## src/rtl/pulse_receiver_pkg.sv

```systemverilog
// Shared constants for the pulse receiver: register map, status bits, FSM states
// and the 2-bit symbol format also consumed by the pulse transmitter.
package pulse_receiver_pkg;

    localparam logic [5:0] ADDR_CTRL     = 6'h00;
    localparam logic [5:0] ADDR_CFG      = 6'h04;
    localparam logic [5:0] ADDR_CFG2     = 6'h08;
    localparam int         ADDR_MEM_BIT  = 5;

    localparam int ST_SYMBOL  = 1;
    localparam int ST_TIMEOUT = 2;
    localparam int ST_FULL    = 3;
    localparam int ST_IDX64   = 4;

    localparam int CTRL_IEN_LSB  = 8;
    localparam int CTRL_IDLE_BIT = 12;
    localparam int CTRL_INV_BIT  = 13;
    localparam int CTRL_TMO_LSB  = 16;

    localparam int CFG_THR_LO_LSB = 0;
    localparam int CFG_THR_HI_LSB = 8;
    localparam int CFG_PRESC_LSB  = 16;
    localparam int CFG_GLITCH_LSB = 20;
    localparam int CFG_SEL_LSB    = 24;

    localparam int SYM_W          = 2;
    localparam int SYMS_PER_WORD  = 16;

    localparam logic [1:0] WR_8    = 2'b00;
    localparam logic [1:0] WR_16   = 2'b01;
    localparam logic [1:0] WR_32   = 2'b10;
    localparam logic [1:0] WR_NONE = 2'b11;

    typedef enum logic [1:0] {
        S_IDLE    = 2'd0,
        S_ARM     = 2'd1,
        S_MEASURE = 2'd2
    } rx_state_e;

    typedef struct packed {
        logic level;
        logic long_pulse;
    } symbol_t;

endpackage

```

## src/rtl/pulse_receiver_glitch_filter.sv

```systemverilog
// Debounces the selected input: the output level follows raw only after raw has
// disagreed with it for g+1 consecutive clocks; level_edge pulses on each change.
module pulse_receiver_glitch_filter (
    input  logic       clk,
    input  logic       rst_n,
    input  logic       raw,
    input  logic [3:0] g,
    input  logic       load,
    input  logic       load_level,
    output logic       level,
    output logic       level_edge
);

    logic [3:0] run_cnt;

    // NOTE: sequential state uses non-blocking assignments only, so every
    // register samples the pre-edge values regardless of statement order.
    always_ff @(posedge clk or negedge rst_n) begin
        if (!rst_n) begin
            level      <= 1'b0;
            level_edge <= 1'b0;
            run_cnt    <= '0;
        end else begin
            level_edge <= 1'b0;
            if (load) begin
                level   <= load_level;
                run_cnt <= '0;
            end else if (raw != level) begin
                // >= keeps the filter from stalling if g is lowered mid-count
                if (run_cnt >= g) begin
                    level      <= raw;
                    level_edge <= 1'b1;
                    run_cnt    <= '0;
                end else begin
                    run_cnt <= run_cnt + 4'd1;
                end
            end else begin
                run_cnt <= '0;
            end
        end
    end

endmodule

```

## src/rtl/tqvp_hx2003_pulse_receiver.sv

```systemverilog
// TinyQV peripheral that measures pulses on one ui_in pin and stores them as
// 2-bit {level, long} symbols, 16 per word, in transmitter-compatible format.
module tqvp_hx2003_pulse_receiver
    import pulse_receiver_pkg::*;
#(
    parameter int NUM_DATA_REG = 8
) (
    input  logic        clk,
    input  logic        rst_n,
    input  logic [7:0]  ui_in,
    output logic [7:0]  uo_out,
    input  logic [5:0]  address,
    input  logic [31:0] data_in,
    input  logic [1:0]  data_write_n,
    input  logic [1:0]  data_read_n,
    output logic [31:0] data_out,
    output logic        data_ready,
    output logic        user_interrupt
);

    localparam int         CAPACITY = NUM_DATA_REG * SYMS_PER_WORD;
    localparam int         WORD_W   = (NUM_DATA_REG > 1) ? $clog2(NUM_DATA_REG) : 1;
    localparam logic [6:0] IDX_MASK = 7'(CAPACITY - 1);

    // Control / configuration registers
    logic        run;
    logic [4:1]  status;
    logic [4:1]  ien;
    logic        idle_level;
    logic        invert;
    logic [15:0] timeout;
    logic [31:0] cfg;
    logic [6:0]  end_index;

    // Capture datapath
    rx_state_e   state, state_next;
    logic [6:0]  index;
    logic [15:0] count;
    logic [15:0] prescaler;
    logic [15:0] last_duration;
    logic [31:0] mem [NUM_DATA_REG];

    // Filter and decode signals
    logic        raw;
    logic        level;
    logic        level_edge;
    logic [15:0] presc_max;
    logic        tick;
    logic [15:0] count_inc;
    logic [6:0]  idx_inc;
    logic [7:0]  thr;
    symbol_t     sym;
    logic        sym_we;
    logic        hw_end;
    logic [4:1]  set_bits;

    // Bus decode
    logic        wr_any, wr_32, wr_16up;
    logic        ctrl_wr, cfg_wr, cfg2_wr, mem_wr;
    logic        cpu_start, cpu_abort;
    logic        next_idle_level;
    logic        unused_ok;

    assign wr_any  = (data_write_n != WR_NONE);
    assign wr_32   = (data_write_n == WR_32);
    assign wr_16up = wr_32 || (data_write_n == WR_16);
    assign ctrl_wr = wr_any && (address == ADDR_CTRL);
    assign cfg_wr  = wr_32 && (address == ADDR_CFG);
    assign cfg2_wr = wr_32 && (address == ADDR_CFG2);
    assign mem_wr  = wr_32 && address[ADDR_MEM_BIT];

    // A hardware end in the same cycle as a run=1 write counts as a restart
    assign cpu_start = ctrl_wr && data_in[0] && (!run || hw_end);
    assign cpu_abort = ctrl_wr && !data_in[0];

    assign next_idle_level = (ctrl_wr && wr_16up) ? data_in[CTRL_IDLE_BIT] : idle_level;
    assign raw = ui_in[cfg[CFG_SEL_LSB +: 3]] ^ invert;

    pulse_receiver_glitch_filter u_filter (
        .clk        (clk),
        .rst_n      (rst_n),
        .raw        (raw),
        .g          (cfg[CFG_GLITCH_LSB +: 4]),
        .load       (cpu_start),
        .load_level (next_idle_level),
        .level      (level),
        .level_edge (level_edge)
    );

    assign presc_max = (16'd1 << cfg[CFG_PRESC_LSB +: 4]) - 16'd1;
    assign idx_inc   = (index + 7'd1) & IDX_MASK;
    // level is the new level, so the pulse that just ended had the opposite one
    assign thr       = level ? cfg[CFG_THR_LO_LSB +: 8] : cfg[CFG_THR_HI_LSB +: 8];

    always_comb begin
        state_next = state;
        tick       = 1'b0;
        count_inc  = count;
        sym        = '0;
        sym_we     = 1'b0;
        hw_end     = 1'b0;
        set_bits   = '0;
        unique case (state)
            S_IDLE: ;
            S_ARM: begin
                if (level != idle_level) state_next = S_MEASURE;
            end
            S_MEASURE: begin
                tick = (prescaler == presc_max);
                if (tick && count != 16'hFFFF) count_inc = count + 16'd1;
                if (level_edge) begin
                    sym.level            = ~level;
                    sym.long_pulse       = count_inc > {8'd0, thr};
                    sym_we               = 1'b1;
                    set_bits[ST_SYMBOL]  = 1'b1;
                    if (index == end_index) begin
                        set_bits[ST_FULL] = 1'b1;
                        hw_end            = 1'b1;
                        state_next        = S_IDLE;
                    end else if (idx_inc == 7'd64) begin
                        set_bits[ST_IDX64] = 1'b1;
                    end
                end else if (timeout != 16'd0 && count_inc == timeout) begin
                    set_bits[ST_TIMEOUT] = 1'b1;
                    hw_end               = 1'b1;
                    state_next           = S_IDLE;
                end
            end
            default: state_next = S_IDLE;
        endcase
        if (cpu_abort) begin
            state_next = S_IDLE;
            sym_we     = 1'b0;
            hw_end     = 1'b0;
            set_bits   = '0;
        end
    end

    always_ff @(posedge clk or negedge rst_n) begin
        if (!rst_n) begin
            state <= S_IDLE;
        end else begin
            state <= cpu_start ? S_ARM : state_next;
        end
    end

    always_ff @(posedge clk or negedge rst_n) begin
        if (!rst_n) begin
            run        <= 1'b0;
            status     <= '0;
            ien        <= '0;
            idle_level <= 1'b0;
            invert     <= 1'b0;
            timeout    <= '0;
            cfg        <= '0;
            end_index  <= '0;
        end else begin
            if (cpu_start)      run <= 1'b1;
            else if (cpu_abort) run <= 1'b0;
            else if (hw_end)    run <= 1'b0;

            // Hardware set wins over a same-cycle write-1-to-clear
            status <= (status & ~(ctrl_wr ? data_in[4:1] : 4'b0)) | (set_bits & ien);

            if (ctrl_wr && wr_16up) begin
                ien        <= data_in[CTRL_IEN_LSB +: 4];
                idle_level <= data_in[CTRL_IDLE_BIT];
                invert     <= data_in[CTRL_INV_BIT];
            end
            if (ctrl_wr && wr_32) timeout <= data_in[CTRL_TMO_LSB +: 16];
            if (cfg_wr)  cfg       <= data_in;
            if (cfg2_wr) end_index <= data_in[6:0];
        end
    end

    always_ff @(posedge clk or negedge rst_n) begin
        if (!rst_n) begin
            index         <= '0;
            count         <= '0;
            prescaler     <= '0;
            last_duration <= '0;
        end else begin
            if (sym_we) last_duration <= count_inc;
            if (cpu_start) begin
                index     <= '0;
                count     <= '0;
                prescaler <= '0;
            end else if (state == S_ARM && state_next == S_MEASURE) begin
                count <= '0;
            end else if (state == S_MEASURE && !cpu_abort) begin
                prescaler <= tick ? 16'd0 : prescaler + 16'd1;
                count     <= count_inc;
                if (sym_we) begin
                    count     <= '0;
                    prescaler <= '0;
                    if (!hw_end) index <= idx_inc;
                end
            end
        end
    end

    // NOTE: the symbol memory has no reset so captured or CPU-written words
    // survive a reset for readback; software clears it with word writes.
    always_ff @(posedge clk) begin
        if (mem_wr) mem[address[2 +: WORD_W]] <= data_in;
        // Later assignment wins, so the 2-bit hardware update lands on top of
        // a same-cycle CPU word write
        if (sym_we) mem[index[4 +: WORD_W]][{index[3:0], 1'b0} +: SYM_W] <= sym;
    end

    always_comb begin
        data_out = '0;
        if (address[ADDR_MEM_BIT]) begin
            data_out = mem[address[2 +: WORD_W]];
        end else begin
            unique case (address)
                ADDR_CTRL: data_out = {count, 1'b0, index, 3'b0, status, run};
                ADDR_CFG:  data_out = cfg;
                ADDR_CFG2: data_out = {last_duration, 9'b0, end_index};
                default:   data_out = '0;
            endcase
        end
    end

    assign uo_out         = {4'b0, (state == S_MEASURE), level, 2'b0};
    assign data_ready     = 1'b1;
    assign user_interrupt = |status;
    assign unused_ok      = &{1'b0, data_read_n};

endmodule

```

## config.mk

```make
export PLATFORM = sky130hd
export DESIGN_NAME = tqvp_hx2003_pulse_receiver
export DESIGN_NICKNAME = d
export VERILOG_FILES = /design/src/rtl/pulse_receiver_pkg.sv /design/src/rtl/pulse_receiver_glitch_filter.sv /design/src/rtl/tqvp_hx2003_pulse_receiver.sv
export SDC_FILE = /design/constraint.sdc
export NUM_CORES = 1
export LEC_CHECK = 0
export BUFFER_PORTS_ARGS = -buffer_cell sky130_fd_sc_hd__buf_2
export CAP_MARGIN = 20
export CORE_ASPECT_RATIO = 0.5
export CORE_MARGIN = 1
export CORE_UTILIZATION = 40
export DETAILED_ROUTE_END_ITERATION = 7
export HOLD_SLACK_MARGIN = 0.1
export PLACE_DENSITY_LB_ADDON = 0.25
export RECOVER_POWER = 100
export SLEW_MARGIN = 30
export SYNTH_ARGS = -nofsm -noshare
export SYNTH_HDL_FRONTEND = slang
export SYNTH_SLANG_ARGS = --single-unit
```

## constraint.sdc

```tcl
create_clock -name clk -period 5.2 [get_ports clk]
set_input_delay 0.26 -clock clk [delete_from_list [all_inputs] [get_ports clk]]
set_output_delay 0.26 -clock clk [all_outputs]
set_load 0.02 [all_outputs]
```

==> metrics.yaml, run 1 <==
finish:
  fillers: 5299
  antenna_cells: 0
  drive_above_1_share_pct: 28.7
  nets: 2280
  stdcell_area_sq_um: 26400
  regArea_sq_um: 10900
  layoutNonFillerInstCount: 3006
  multiInputGateArea_sq_um: 11900
  area_growth_syn_to_layout_pct: 12.7
floorplanning:
  die_h_um: 173
  core_area_sq_um: 57600
  start_util_pct: 40.7
  io_pins: 94
  rows: 62
  die_x_um: 344
  die_area_sq_um: 59600
power_and_ir_drop:
  leakage_nw: 10.3
  total_power_mw: 9.35
  vdd_drop_max_mv: 0.222
  power.density_nw_per_um2: 354
placed_design:
  gp_congestion: 0.919
  port_buffers: 84
  dp_hpwl_um: 51100
  place_inst: 2918
  place_area_sq_um: 24900
synthesis:
  yosysTopAreaCellShare_pct: 32.8
  postSynthCellCount: 2135
  yosys.area.top_type: "edfxtp_1"
  synth_simple_gate_area_share_pct: 15.1
  synth-xor-area-share_pct: 2.13
  syn_area_per_cell_sq_um: 11.0
  synth.most_common_cell: "nand2_1"
  synth.distinct_cells: 99
  synth_commonest_cells: "379 x nand2_1, 285 x mux2_2, 256 x edfxtp_1, 172 x nor2_1, 129 x dfrtp_1"
  async_reset_ff_share_pct: 33.5
  yosys_warnings: 0
  synth_edf_count: 256
  synth_top_family_by_area: "multiplexers"
  syn-cell-area_sq_um: 23400
  synthAdderAreaFrac_pct: 1.17
  synth_compound_area_share_pct: 9.31
  ys_seq_area_share_pct: 46.6
  ys.flop_type: "edfxtp_1"
  yosys_register_bits: 385
  muxShareOfSynthArea_pct: 21.9
  ys_top_cells_by_area: "edfxtp_1 33%, dfrtp_1 14%, mux2_2 14%"
clocking:
  cts_root_buf: "clkbuf_16"
  cts-buffers-inserted: 41
  clk_pin_slew_worst_paths_ns: 0.07
  clk_latency_ns: 0.55
  clk_path_buf_depth: 3
  cts_tree: "yes"
  cts.sinks: 385
  htreeDepth: 2
timing:
  setup_viol: 27
  max_slew.worst_pin.slew_ns: 4.50
  fmax_mhz: 191
  setup_ws_ns: -0.0350
  tns_ns: -0.511
  timing.final.max_slew_violations: 215
  hold_viol_final: 0
  relSlewSlack_pct: -200
  period_share_pct: 101
  fin_skew_ns: 0.0132
  period_needed_ns: 5.24
  rsz0062_at_grt: "yes"
  hold_slack_ns: 0.144
worst_setup_path:
  worstSetupPathType: "reg2reg"
  worst-path-max-fanout: 8
  crit_path_start_kind: "flip-flop"
  cp.required_ns: 5.50
  cp.arrival_ns: 5.54
  endpoint_kind: "flip-flop"
run_status:
  violations: "capacitance limit, slew limit, setup timing"
  status: "finished, violations left"
detailed_routing:
  vias_per_cell: 5.93
  drc_errors: 0
  first_pass_iters: 5
  drt-wirelength-per-cell_um: 24.6
  vias: 17800
  drt-initial-drc-count: 2150
  drtAntennaViolNets: 0
  wl_um: 73900
grt:
  grt_start_max_net_pins: 78
  grt_pass1_vias: 17300
  overflow: 0
  grt_pass1_wl_um: 110000
  grt_usage_pct: 24.7
  antenna_found_initial: 5
min_path:
  hp-class: "in2reg"
run:
  maxCapViolCount: 5
[cell families after synthesis]
group           Yosys count
compound gates          314
xor+xnor                 57
fa+ha+maj                22
buf+inv                 200
flops                   385
mux                     393
other cells               2
simple gates            762
[report_power, final]
group / internal, mW / total (mW) / switching, mW
clock: 1.73 / 3.02 / 1.29
combinational: 0.972 / 2.61 / 1.64
sequential: 3.44 / 3.72 / 0.281
[path summary, 6_finish.rpt]
path / startpoint / to / slack, ns / cells past startpoint
setup / recovery: cfg[17] / mem[2][22] / -0.04 / 22
hold / removal: data_in[15] / cfg[15] / 0.14 / 2
setup reg to reg: cfg[17] / mem[2][22] / -0.04 / 22
hold reg to reg: last_duration[7] / last_duration[7] / 0.48 / 2
max in group asynchronous: rst_n / index[1] / 0.79 / 2
min in group asynchronous: rst_n / cfg[31] / 1.86 / 2
[cells in the final DEF, fill, tap and decap left out, drive strengths merged, types with 5 or more instances in the layout]
cell type	netlist	routed
a22o	17	17
nor4	22	22
mux4	66	66
o21ai	100	100
xor2	17	17
clkbuf	93	91
nand3	49	49
a21o	5	5
or2	7	7
a21oi	38	38
mux2	286	286
o21a	5	5
mux2i	41	41
nor2	175	175
and3	14	14
or4	8	8
and2	10	10
nand2	380	380
nor3	25	25
a221o	21	21
or3	12	12
buf	78	155
edfxtp	256	256
clkinv	0	14
xnor2	40	40
conb	2	7
nor3b	5	5
inv	29	30
a31oi	17	17
o31ai	59	59
nand4	17	17
dfrtp	129	129
ha	22	22
o211ai	7	7
nand2b	11	11
nor2b	11	11
[flip-flops by register name, summed over array words and instances, names as in the netlist, 2 cells and up]
register and flops:
state 2, status 4, timeout 16, end_index 7, prescaler 16, mem 256
u_filter.run_cnt 4, index 7, last_duration 16, ien 4, cfg 32, count 16
[per-stage QoR]
step,setup WS [ns],util (%)
2_1_floorplan,-0.110,-
3_3_place_gp,-0.0831,43.2
3_5_place_dp,-0.128,43.2
4_1_cts,-0.0115,45.7
5_1_grt,-0.183,45.9
6_report,-0.0350,45.9
[worst max-delay path: stages (launching register included)]
cell      delay [ns]
dfrtp_1         0.38
or4b_4          0.56
ha_4            0.20
or4bb_1         0.53
a211o_1         0.31
o221ai_4        0.10
nand4b_4        0.14
or3_4           0.42
nand2_2         0.08
nand2_2         0.08
ha_4            0.22
nor2b_4         0.12
o21a_1          0.16
o21ai_1         0.13
nand2b_1        0.08
a21oi_2         0.13
o21ai_1         0.07
a21boi_1        0.18
a41oi_2         0.22
nor3b_4         0.24
buf_12          0.16
and2b_4         0.20
mux2_2          0.27
[metal layers]
layer | wire (um) | vias up | GRT usage (%) | share of wire, %
li1 | - | 8036 | - | -
met1 | 31900 | 8972 | 35.1 | 43
met2 | 34200 | 701 | 38.9 | 46
met3 | 6270 | 110 | 4.46 | 8.5
met4 | 1530 | 4 | 5.83 | 2.1
met5 | 22 | - | 0 | 0.030
[final cells by class]
class | instances | area share (%)
clock inverter | 20 | 0.739
timing repair buffer | 194 | 4.68
tap | 768 | 3.64
sequential | 385 | 41.3
clock buffer | 55 | 4.28
multi-input combinational | 1555 | 45.0
inverter | 29 | 0.412
[what timing repair did]
item                       CTS  global route
pin swaps                    7             8
gates cloned                 0             0
resized for setup           11            29
hold endpoints to repair    79             0
setup endpoints to repair   94           111
hold buffers                 3             0
buffers inserted             5             5
Note: power is estimated with default switching activity, not from simulation.
==> inputs of run 2 (changes only) <==
==> constraint.sdc (replaced) <==
create_clock -name clk -period 4.7 [get_ports clk]
set_input_delay 0.235 -clock clk [delete_from_list [all_inputs] [get_ports clk]]
set_output_delay 0.235 -clock clk [all_outputs]
set_load 0.02 [all_outputs]
==> metrics.yaml, run 2 (synthesized netlist as in run 1, its figures left out) <==
run_status:
  status: "finished, violations left"
  violations: "capacitance limit, slew limit, setup timing"
finish:
  drive_above_1_share_pct: 32.7  # +4.0 points
  fillers: 5170  # -2.4%
  mostFrequentLayoutCells: "372 x nand2_1, 256 x edfxtp_1, 234 x mux2_2"
  regArea_sq_um: 10900  # unchanged
  layoutNonFillerInstCount: 3054  # +1.6%
  final_common_cell: "nand2_1"
  area_growth_syn_to_layout_pct: 18.1
  nets: 2328  # +2.1%
  largest_register_ffs: 256  # unchanged
  multiInputGateArea_sq_um: 12600  # +5.9%
  stdcell_area_sq_um: 27700  # +4.7%
floorplanning:
  io_pins: 94  # unchanged
  rows: 62  # unchanged
  core_area_sq_um: 57600  # unchanged
  die_x_um: 344  # unchanged
  die_h_um: 173  # unchanged
  start_util_pct: 40.7  # unchanged
  die_area_sq_um: 59600  # unchanged
worst_setup_path:
  cp.required_ns: 5.00  # -0.50 ns
  worst-path-max-fanout: 8  # unchanged
  crit_buf_inv: 2  # +1
  critPathTopFamily: "simple AND/OR/NAND/NOR gates"
  crit_chain: "or4b_4 > ha_4 > or4bb_1 > a211o_1 > o221ai_2 > nand3_4 > buf_4 > nor3_4 > buf_4 > xnor2_2 > ha_2 > nor2b_4 > o21a_1 > o21ai_2 > nand2b_1 > a21oi_2 > o21ai_1 > a21boi_1 > a41oi_2 > nor3b_4 > and2b_2 > mux2_2"
  crit_path_start_kind: "flip-flop"
  worstSetupPathType: "reg2reg"
  max_stage_delay_ns: 0.53  # -0.03 ns
  endpoint_kind: "flip-flop"
  cpMostUsedCell: "buf_4"
  crit_path_top_delay_cell: "or4b_4"
  cp.arrival_ns: 5.45  # -0.09 ns
detailed_routing:
  drt-wirelength-per-cell_um: 24.8  # +0.91%
  vias: 18300  # +2.8%
  vias_per_cell: 6.00  # +1.2%
  drc_errors: 0  # unchanged
  drt-initial-drc-count: 1809  # -16%
  first_pass_iters: 7  # +2
  wl_um: 75800  # +2.5%
  drtAntennaViolNets: 0  # unchanged
power_and_ir_drop:
  swShare_pct: 35.0  # +0.67 points
  vdd_drop_max_mv: 0.296  # +33%
  power.density_nw_per_um2: 387  # +9.5%
  leakage_nw: 10.8  # +5.5%
  p_clk_share_pct: 31.4  # -0.9 points
  total_power_mw: 10.7  # +15%
  power.switching_mw: 3.75  # +17%
  p_comb_share_pct: 30.6  # +2.7 points
  power_frac_seq_pct: 38.0  # -1.8 points
  p_int_mw: 6.97  # +14%
clocking:
  cts_root_buf: "clkbuf_16"
  clk_pin_slew_worst_paths_ns: 0.06  # about the same
  cts.sinks: 385  # unchanged
  cts-buffers-inserted: 40  # -2.4%
  htreeDepth: 2  # unchanged
  cts_tree: "yes"
  clk_path_buf_depth: 3  # unchanged
  clk_latency_ns: 0.56  # about the same
timing:
  hold_slack_ns: 0.126  # -0.0185 ns
  period_share_pct: 110  # +8.9 points
  fin_skew_ns: 0.0253  # +0.0121 ns
  fmax_mhz: 194  # +1.7%
  timing.final.max_slew_violations: 196  # -8.8%
  rsz0062_at_grt: "yes"
  period_needed_ns: 5.15  # -0.0856 ns
  setup_ws_ns: -0.449  # -0.414 ns
  setup_viol: 160  # +490%
  hold_viol_final: 0  # unchanged
  max_slew.worst_pin.slew_ns: 2.59  # -1.91 ns
  relSlewSlack_pct: -72.9  # +130 points
placed_design:
  gp_congestion: 0.920  # +0.16%
  place_area_sq_um: 25100  # +0.91%
  port_buffers: 84  # unchanged
  dp_hpwl_um: 51200  # +0.28%
  pre_cts_slack_ns: -0.539  # -0.411 ns
  place_inst: 2946  # +0.96%
grt:
  grt_pass1_wl_um: 112000  # +1.9%
  grt.busiest_layer: "met2"
  grt_util_met3_pct: 3.83  # -0.64 points
  grt_pass1_vias: 17700  # +2.1%
  antenna_found_initial: 5  # unchanged
  met1_usage_pct: 36.4  # +1.3 points
  use_met2_pct: 39.1  # +0.18 points
  grt_start_max_net_pins: 98  # +26%
  overflow: 0  # unchanged
  grt_usage_pct: 25.0  # +0.37 points
min_path:
  hp-class: "in2reg"
run:
  maxCapViolCount: 3  # -2
run 2: per-stage QoR:
| stage | util [%] | TNS, ns |
|---|---|---|
| 2_1_floorplan | - | -64.51 |
| 3_5_place_dp | 43.6 | -52.87 |
| 6_report | 48.0 | -42.03 |
| 3_3_place_gp | 43.6 | -49.53 |
| 5_1_grt | 48.0 | -76.96 |
| 4_1_cts | 47.3 | -39.11 |
run 2: what timing repair did:
action,4_1_cts,5_1_grt
gates resized for setup,103,96
endpoints found under the setup margin,145,163
cloned,5,0
setup buffers,15,14
endpoints found under the hold margin,104,0
pin swaps,18,28
hold buffers,8,0
run 2: power groups by stage:
| stage | registers, mW | logic (mW) | clock network [mW] |
|---|---|---|---|
| after detailed placement | 4.12 | 2.81 | 0 |
| after global placement | 4.12 | 2.80 | 0 |
| final | 4.07 | 3.28 | 3.37 |
| after CTS | 4.06 | 3.05 | 3.39 |
| after global routing | 4.09 | 3.49 | 3.51 |
| after floorplan | 3.98 | 1.93 | 0 |
run 2: final cells by class:
class / instances / area share [%]
Clock buffer: 53 / 4.06
Sequential cell: 385 / 39.4
Inverter: 29 / 0.393
Antenna cell: 2 / 0.0181
Multi-Input combinational cell: 1555 / 45.5
Tap cell: 768 / 3.47
Clock inverter: 19 / 0.827
Timing Repair Buffer: 243 / 6.33
run 2: path summary, 6_finish.rpt:
path | from | to | slack, ns | cells past startpoint
max | cfg[18] | mem[5][22] | -0.45 | 22
max in group asynchronous | rst_n | index[5] | 1.61 | 3
max reg2reg | cfg[18] | mem[5][22] | -0.45 | 22
min in group asynchronous | rst_n | count[7] | 1.01 | 2
min | data_in[7] | cfg[7] | 0.13 | 2
min reg2reg | last_duration[3] | last_duration[3] | 0.49 | 2
run 2: worst register-to-register path: cells and delay by family, from the launching register on:
| kind | cells | cell delay (ns) |
|---|---|---|
| buffers and inverters | 2 | 0.34 |
| multiplexers | 1 | 0.27 |
| flip-flops | 1 | 0.39 |
| XOR/XNOR | 1 | 0.13 |
| AO/OA/AOI/OAI | 8 | 1.28 |
| AND/OR/NAND/NOR | 8 | 2.06 |
| adder cells (fa/ha/maj) | 2 | 0.42 |
run 2: routing by layer:
| metal | part of all wire (%) | routed length (um) |
|---|---|---|
| met1 | 42 | 32200 |
| met4 | 2.6 | 1950 |
| met3 | 9.0 | 6850 |
| met2 | 46 | 34800 |
| met5 | 0.0092 | 7 |
